## src/rtl/serial_frame_pkg.sv

```systemverilog
// serial_frame_pkg: shared types and line constants for the
// serial frame receiver (FSM encoding, bit levels, DIR codes).
package serial_frame_pkg;

  typedef enum logic [2:0] {
    ST_IDLE,
    ST_DATA,
    ST_PARITY,
    ST_STOP,
    ST_BREAK
  } rxState_t;

  localparam logic START_BIT     = 1'b0;
  localparam logic STOP_BIT      = 1'b1;
  localparam logic IDLE_LEVEL    = 1'b1;

  localparam logic DIR_LSB_FIRST = 1'b0;
  localparam logic DIR_MSB_FIRST = 1'b1;

endpackage

```

## src/rtl/rx_word_fifo.sv

```systemverilog
// rx_word_fifo: small word FIFO with registered head/valid.
// Ports: clk, rstN, push/pushData in, popReady in,
// head/headValid out, overrun pulse out.
module rx_word_fifo #(
  parameter int WIDTH = 4,
  parameter int DEPTH = 2
) (
  input  logic             clk,
  input  logic             rstN,
  input  logic             push,
  input  logic [WIDTH-1:0] pushData,
  input  logic             popReady,
  output logic [WIDTH-1:0] head,
  output logic             headValid,
  output logic             overrun
);

  localparam int PW = $clog2(DEPTH);
  localparam int CW = PW + 1;

  logic [WIDTH-1:0] mem [DEPTH];
  logic [PW-1:0]    rdPtr;
  logic [PW-1:0]    wrPtr;
  logic [PW-1:0]    rdPtrInc;
  logic [CW-1:0]    count;
  logic [CW-1:0]    countNext;
  logic             full;
  logic             doPop;
  logic             doPush;

  always_comb begin
    full      = (count == CW'(DEPTH));
    doPop     = headValid & popReady;
    // a pop on the same edge frees the slot
    doPush    = push & (~full | doPop);
    countNext = count + CW'(doPush) - CW'(doPop);
    rdPtrInc  = rdPtr + PW'(1);
  end

  always_ff @(posedge clk) begin
    if (doPush) mem[wrPtr] <= pushData;
  end

  always_ff @(posedge clk or negedge rstN) begin
    if (!rstN) begin
      rdPtr     <= '0;
      wrPtr     <= '0;
      count     <= '0;
      head      <= '0;
      headValid <= 1'b0;
      overrun   <= 1'b0;
    end else begin
      overrun   <= push & ~doPush;
      count     <= countNext;
      headValid <= (countNext != '0);
      if (doPush) wrPtr <= wrPtr + PW'(1);
      if (doPop)  rdPtr <= rdPtrInc;
      // head tracks the entry at the read pointer
      // after this edge; bypass when it is the
      // word being written now
      if (countNext == '0)
        head <= '0;
      else if (doPop)
        head <= (count > CW'(1)) ? mem[rdPtrInc]
                                 : pushData;
      else if (count == '0)
        head <= pushData;
    end
  end

endmodule

```

## src/rtl/serial_frame_rx.sv

```systemverilog
// serial_frame_rx: start/data/parity/stop deserialiser feeding
// a word FIFO. Ports: CLK, RST_N, ENB, DIR, S_IN, Q, Q_VALID,
// Q_READY, PAR_ERR, FRM_ERR, OVERRUN, BUSY.
module serial_frame_rx
  import serial_frame_pkg::*;
#(
  parameter int WIDTH = 4,
  parameter int DEPTH = 2
) (
  input  logic             CLK,
  input  logic             RST_N,
  input  logic             ENB,
  input  logic             DIR,
  input  logic             S_IN,
  output logic [WIDTH-1:0] Q,
  output logic             Q_VALID,
  input  logic             Q_READY,
  output logic             PAR_ERR,
  output logic             FRM_ERR,
  output logic             OVERRUN,
  output logic             BUSY
);

  localparam int CW = $clog2(WIDTH);
  localparam logic [CW-1:0] LAST = CW'(WIDTH - 1);

  rxState_t         state;
  logic [CW-1:0]    cnt;
  logic [WIDTH-1:0] sh;
  logic             dirL;
  logic             parBad;
  logic             parErrQ;
  logic             frmErrQ;
  logic             busyQ;
  logic             push;

  // push goes straight to the FIFO on the stop edge
  assign push = ENB && (state == ST_STOP)
             && (S_IN == STOP_BIT) && !parBad;

  always_ff @(posedge CLK or negedge RST_N) begin
    if (!RST_N) begin
      state   <= ST_IDLE;
      cnt     <= '0;
      sh      <= '0;
      dirL    <= DIR_LSB_FIRST;
      parBad  <= 1'b0;
      parErrQ <= 1'b0;
      frmErrQ <= 1'b0;
      busyQ   <= 1'b0;
    end else begin
      parErrQ <= 1'b0;
      frmErrQ <= 1'b0;
      if (ENB) begin
        unique case (state)
          ST_IDLE: begin
            if (S_IN == START_BIT) begin
              state <= ST_DATA;
              dirL  <= DIR;
              cnt   <= '0;
              busyQ <= 1'b1;
            end
          end
          ST_DATA: begin
            if (dirL == DIR_MSB_FIRST)
              sh <= {sh[WIDTH-2:0], S_IN};
            else
              sh <= {S_IN, sh[WIDTH-1:1]};
            if (cnt == LAST) begin
              state <= ST_PARITY;
              cnt   <= '0;
            end else begin
              cnt <= cnt + CW'(1);
            end
          end
          ST_PARITY: begin
            parBad <= (^sh) ^ S_IN;
            state  <= ST_STOP;
          end
          ST_STOP: begin
            if (S_IN == STOP_BIT) begin
              parErrQ <= parBad;
              state   <= ST_IDLE;
              busyQ   <= 1'b0;
            end else begin
              // framing error masks a parity error
              frmErrQ <= 1'b1;
              state   <= ST_BREAK;
            end
          end
          ST_BREAK: begin
            if (S_IN == IDLE_LEVEL) begin
              state <= ST_IDLE;
              busyQ <= 1'b0;
            end
          end
          default: begin
            state <= ST_IDLE;
            busyQ <= 1'b0;
          end
        endcase
      end
    end
  end

  rx_word_fifo #(
    .WIDTH (WIDTH),
    .DEPTH (DEPTH)
  ) uFifo (
    .clk       (CLK),
    .rstN      (RST_N),
    .push      (push),
    .pushData  (sh),
    .popReady  (Q_READY),
    .head      (Q),
    .headValid (Q_VALID),
    .overrun   (OVERRUN)
  );

  assign PAR_ERR = parErrQ;
  assign FRM_ERR = frmErrQ;
  assign BUSY    = busyQ;

endmodule

```

## config.mk

```make
export PLATFORM = sky130hd
export DESIGN_NAME = serial_frame_rx
export DESIGN_NICKNAME = d
export VERILOG_FILES = /design/src/rtl/serial_frame_pkg.sv /design/src/rtl/rx_word_fifo.sv /design/src/rtl/serial_frame_rx.sv
export SDC_FILE = /design/constraint.sdc
export NUM_CORES = 1
export LEC_CHECK = 0
export ABC_AREA = 1
export BUFFER_PORTS_ARGS = -buffer_cell sky130_fd_sc_hd__buf_4
export CORE_ASPECT_RATIO = 1.4
export CORE_MARGIN = 4
export CORE_UTILIZATION = 45
export CTS_BUF_LIST = sky130_fd_sc_hd__clkbuf_8
export DETAILED_ROUTE_END_ITERATION = 6
export GPL_TIMING_DRIVEN = 1
export HOLD_SLACK_MARGIN = 0.08
export PLACE_DENSITY = 0.6
export SKIP_CTS_REPAIR_TIMING = 1
export SYNTH_ARGS = -nofsm -noshare
export SYNTH_HDL_FRONTEND = slang
export SYNTH_SLANG_ARGS = --single-unit
```

## constraint.sdc

```tcl
create_clock -name CLK -period 1.5 [get_ports CLK]
set_input_delay 0.15 -clock CLK [delete_from_list [all_inputs] [get_ports CLK]]
set_output_delay 0.15 -clock CLK [all_outputs]
set_load 0.02 [all_outputs]
```

==> impl_metrics.py <==
metrics = {
    "sta": {
        "period_share_pct": 92.7,
        "fmax_mhz": 719,
        "maxSlewViolCount": 0,
        "finalWorstPathRequiredPeriod_ns": 1.39,
        "max-slew-margin-rel_pct": 69.6,
        "unrepaired_setup_endpoints_after_global_routing": "false",
        "worst_clock_skew_ns": 0.00649,
        "finalSetupTns_ns": 0,
        "worstMarginPinSlew_ns": 0.453,
        "hold_violations": 0,
        "timing.final.setup_violations": 0,
    },
    "setup_path": {
        "critPathSlowestCell": "sky130_fd_sc_hd__dfrtp_1",
        "critical_path_startpoint_category": "flop",
        "critical_path_endpoint_category": "flop",
        "cp_buf_inv_count": 2,
        "cp_cell_sequence": "nand2_2 -> buf_4 -> nor2_1 -> buf_4 -> o21ai_0 -> mux2i_1 -> a21oi_2",
        "cp_common_cell": "sky130_fd_sc_hd__buf_4",
        "crit_path_max_incr_delay_ns": 0.39,
        "timing.critical_path.max_delay_family": "flip-flops",
        "crit_arrival_ns": 1.59,
        "worst-path-max-fanout": 8,
        "crit_required_ns": 1.70,
        "crit_type": "flop to flop",
    },
    "power_and_ir_drop": {
        "vdd_drop_max_uv": 1020,
        "p_leak_nw": 0.914,
        "power-per-cell-area_nw_per_um2": 2030,
        "share_of_total_power_consumed_by_net_switching_pct": 41.0,
        "share_comb_of_total_power_pct": 42.4,
        "share_clk_of_total_power_pct": 18.5,
        "sequentialPowerShare_pct": 39.1,
        "power_switching_mw": 1.54,
        "cell_internal_pwr_mw": 2.22,
    },
    "yosys": {
        "post_synthesis_sequential_area_ratio_pct": 55.3,
        "synth.lib_cells_used.distinct": 24,
        "ff_latch_count_synth": 32,
        "dominant_synthesized_flop_cell": "sky130_fd_sc_hd__dfrtp_1",
        "synth-warning-count": 0,
        "ranking_of_synthesized_cells_by_area": "sky130_fd_sc_hd__dfrtp_1, sky130_fd_sc_hd__edfxtp_1, sky130_fd_sc_hd__nand2_1",
        "postSynthAreaPerCell_um2": 9.00,
        "synth_top_cells_by_count": "sky130_fd_sc_hd__nand2_1, sky130_fd_sc_hd__dfrtp_1, sky130_fd_sc_hd__inv_1",
        "netlist_area_um2": 1520,
        "post-synth-top-area-cell": "sky130_fd_sc_hd__dfrtp_1",
        "syn-num-nets": 177,
        "synthArstFlopShare_pct": 75.0,
        "number_of_synthesized_flops_with_an_enable_pin": 8,
        "post-synth-top-count-cell": "sky130_fd_sc_hd__nand2_1",
        "synthesis.instances": 169,
        "synth_largest_type_area_fraction_pct": 39.5,
    },
    "hold_path": {
        "min_path_type": "primary input to flop",
    },
    "layout": {
        "final_net_count": 202,
        "post-route-util_pct": 58.1,
        "n_fill_cell": 291,
        "syn2layout_area_growth_pct": 21.6,
        "drive_gt1_share_pct": 20.5,
        "antenna_cells_inserted": 0,
    },
    "floorplanning": {
        "die_width_um": 57.1,
        "design.die.area_um2": 4390,
        "starting_density_pct": 47.8,
        "placement_rows": 24,
        "core-area_um2": 3180,
        "vertical_extent_of_the_die_um": 76.8,
        "io_pins": 15,
    },
    "routing": {
        "drt_drc_violations_left": 0,
        "routed-via-count": 1182,
        "overall_routed_net_length_um": 2990,
        "firstDrtPassIters": 4,
        "drt_iter0_markers": 39,
        "final_antenna_net_count": 0,
        "post_drt_wl_per_cell_um": 12.8,
        "vias_per_cell": 5.05,
    },
    "placement": {
        "post-dp-hpwl_um": 2350,
        "finalWeightedCongestion": 0.875,
        "placement.io_buffers": 14,
    },
    "job": {
        "max_cap_viol_count": 0,
    },
    "cts": {
        "number_of_cts_inserted_buffers": 5,
        "clkSlewWorstSetupHoldPaths_ns": 0.06,
        "cts_sinks": 32,
        "clock_latency_ns": 0.28,
        "clockBufferDepth": 2,
        "h-tree-depth": 2,
        "cts_tree": "built",
        "clock-root-buffer": "sky130_fd_sc_hd__clkbuf_8",
    },
    "global_route": {
        "gr-usage-all-layers_pct": 15.5,
        "grt_max_degree": 25,
        "grt_pass1_vias": 1229,
        "wire_length_of_the_first_global_routing_pass_um": 5280,
        "grt_antenna_before_repair": 0,
        "global_route.overflow_total": 0,
    },
    "status": {
        "status": "finished, final reports clean",
    },
}
==> registers in the layout, summed over array words and instances, names as in the netlist <==
name	flops
BUSY	1
FRM_ERR	1
PAR_ERR	1
cnt	2
dirL	1
parBad	1
sh	4
state	3
uFifo.count	2
uFifo.head	4
uFifo.headValid	1
uFifo.mem	8
uFifo.overrun	1
uFifo.rdPtr	1
uFifo.wrPtr	1
==> metal layers <==
| metal | up-vias | wire, µm | track usage (%) |
|---|---|---|---|
| met3 | 9 | 103 | 4.03 |
| met4 | 0 | 97 | 7.19 |
| met1 | 557 | 1150 | 15.9 |
| met2 | 19 | 1650 | 28.4 |
| li1 | 597 | - | - |
| met5 | - | 0 | 0 |
==> cells by family (layout without fill, tap and decap cells) <==
group | Yosys count | count (layout) | synth area share [%]
DFF | 32 | 32 | 55.3
adders and majority gates | 2 | 2 | 1.64
buffers and inverters | 26 | 52 | 6.66
AOI/OAI and AO/OA | 26 | 26 | 9.54
muxes | 5 | 5 | 3.37
and+or+nand+nor | 72 | 72 | 20.1
xor gates and xnor gates | 6 | 6 | 3.45
==> layout by cell type (no fill, tap or decap), types with 2 or more instances in the layout <==
master                     synthesis  layout
sky130_fd_sc_hd__nand2_1          41      39
sky130_fd_sc_hd__dfrtp_1          24      24
sky130_fd_sc_hd__inv_1            24      24
sky130_fd_sc_hd__buf_4             1      19
sky130_fd_sc_hd__nor2_1           14      14
sky130_fd_sc_hd__o21ai_0          14      14
sky130_fd_sc_hd__edfxtp_1          8       8
sky130_fd_sc_hd__nand3_1           7       7
sky130_fd_sc_hd__clkbuf_8          0       7
sky130_fd_sc_hd__xor2_1            5       5
sky130_fd_sc_hd__o211ai_1          5       5
sky130_fd_sc_hd__mux2i_1           4       4
sky130_fd_sc_hd__nand2_2           2       3
sky130_fd_sc_hd__a21oi_2           0       3
sky130_fd_sc_hd__nor2_2            3       2
sky130_fd_sc_hd__nand4_1           2       2
sky130_fd_sc_hd__nor3_1            2       2
==> power groups by stage <==
stage	clock network (mW)	logic, mW	registers (mW)
global route	0.760	1.80	1.52
finish	0.696	1.59	1.47
detailed placement	0	1.49	1.48
floorplan	0	1.01	1.47
global placement	0	1.44	1.47
CTS	0.719	1.50	1.47
==> metrics by stage <==
stage | cell area [µm²] | power, mW | hold WS (ns) | cells | worst slack (ns)
finish | 1850 | 3.76 | 0.113 | 234 | 0.110
global route | 1850 | 4.08 | 0.104 | 234 | 0.00873
CTS | 1800 | 3.68 | -0.231 | 233 | 0.0398
detailed placement | 1700 | 2.97 | 0.0659 | 225 | 0.0549
global placement | 1700 | 2.90 | 0.0637 | 225 | 0.0917
floorplan | 1520 | 2.48 | -0.146 | 169 | 0.0185
==> cell type report <==
type	count	area (µm²)	share of cell area, %
Inverter	24	90.1	4.87
Tap cell	39	48.8	2.64
Timing Repair Buffer	20	153	8.25
Clock inverter	1	3.75	0.203
Multi-Input combinational cell	111	618	33.4
Clock buffer	7	96.3	5.21
Sequential cell	32	841	45.4
==> final timing paths <==
kind / startpoint / to / slack, ns / cells after the start
setup / recovery: uFifo.headValid / uFifo.head[1] / 0.11 / 7
hold / removal: DIR / dirL / 0.11 / 2
setup reg to reg: uFifo.headValid / uFifo.head[1] / 0.11 / 7
hold reg to reg: BUSY / BUSY / 0.51 / 2
max in group asynchronous: RST_N / sh[2] / 0.96 / 2
min in group asynchronous: RST_N / PAR_ERR / 0.30 / 2
(Power assumes the default switching activity.)
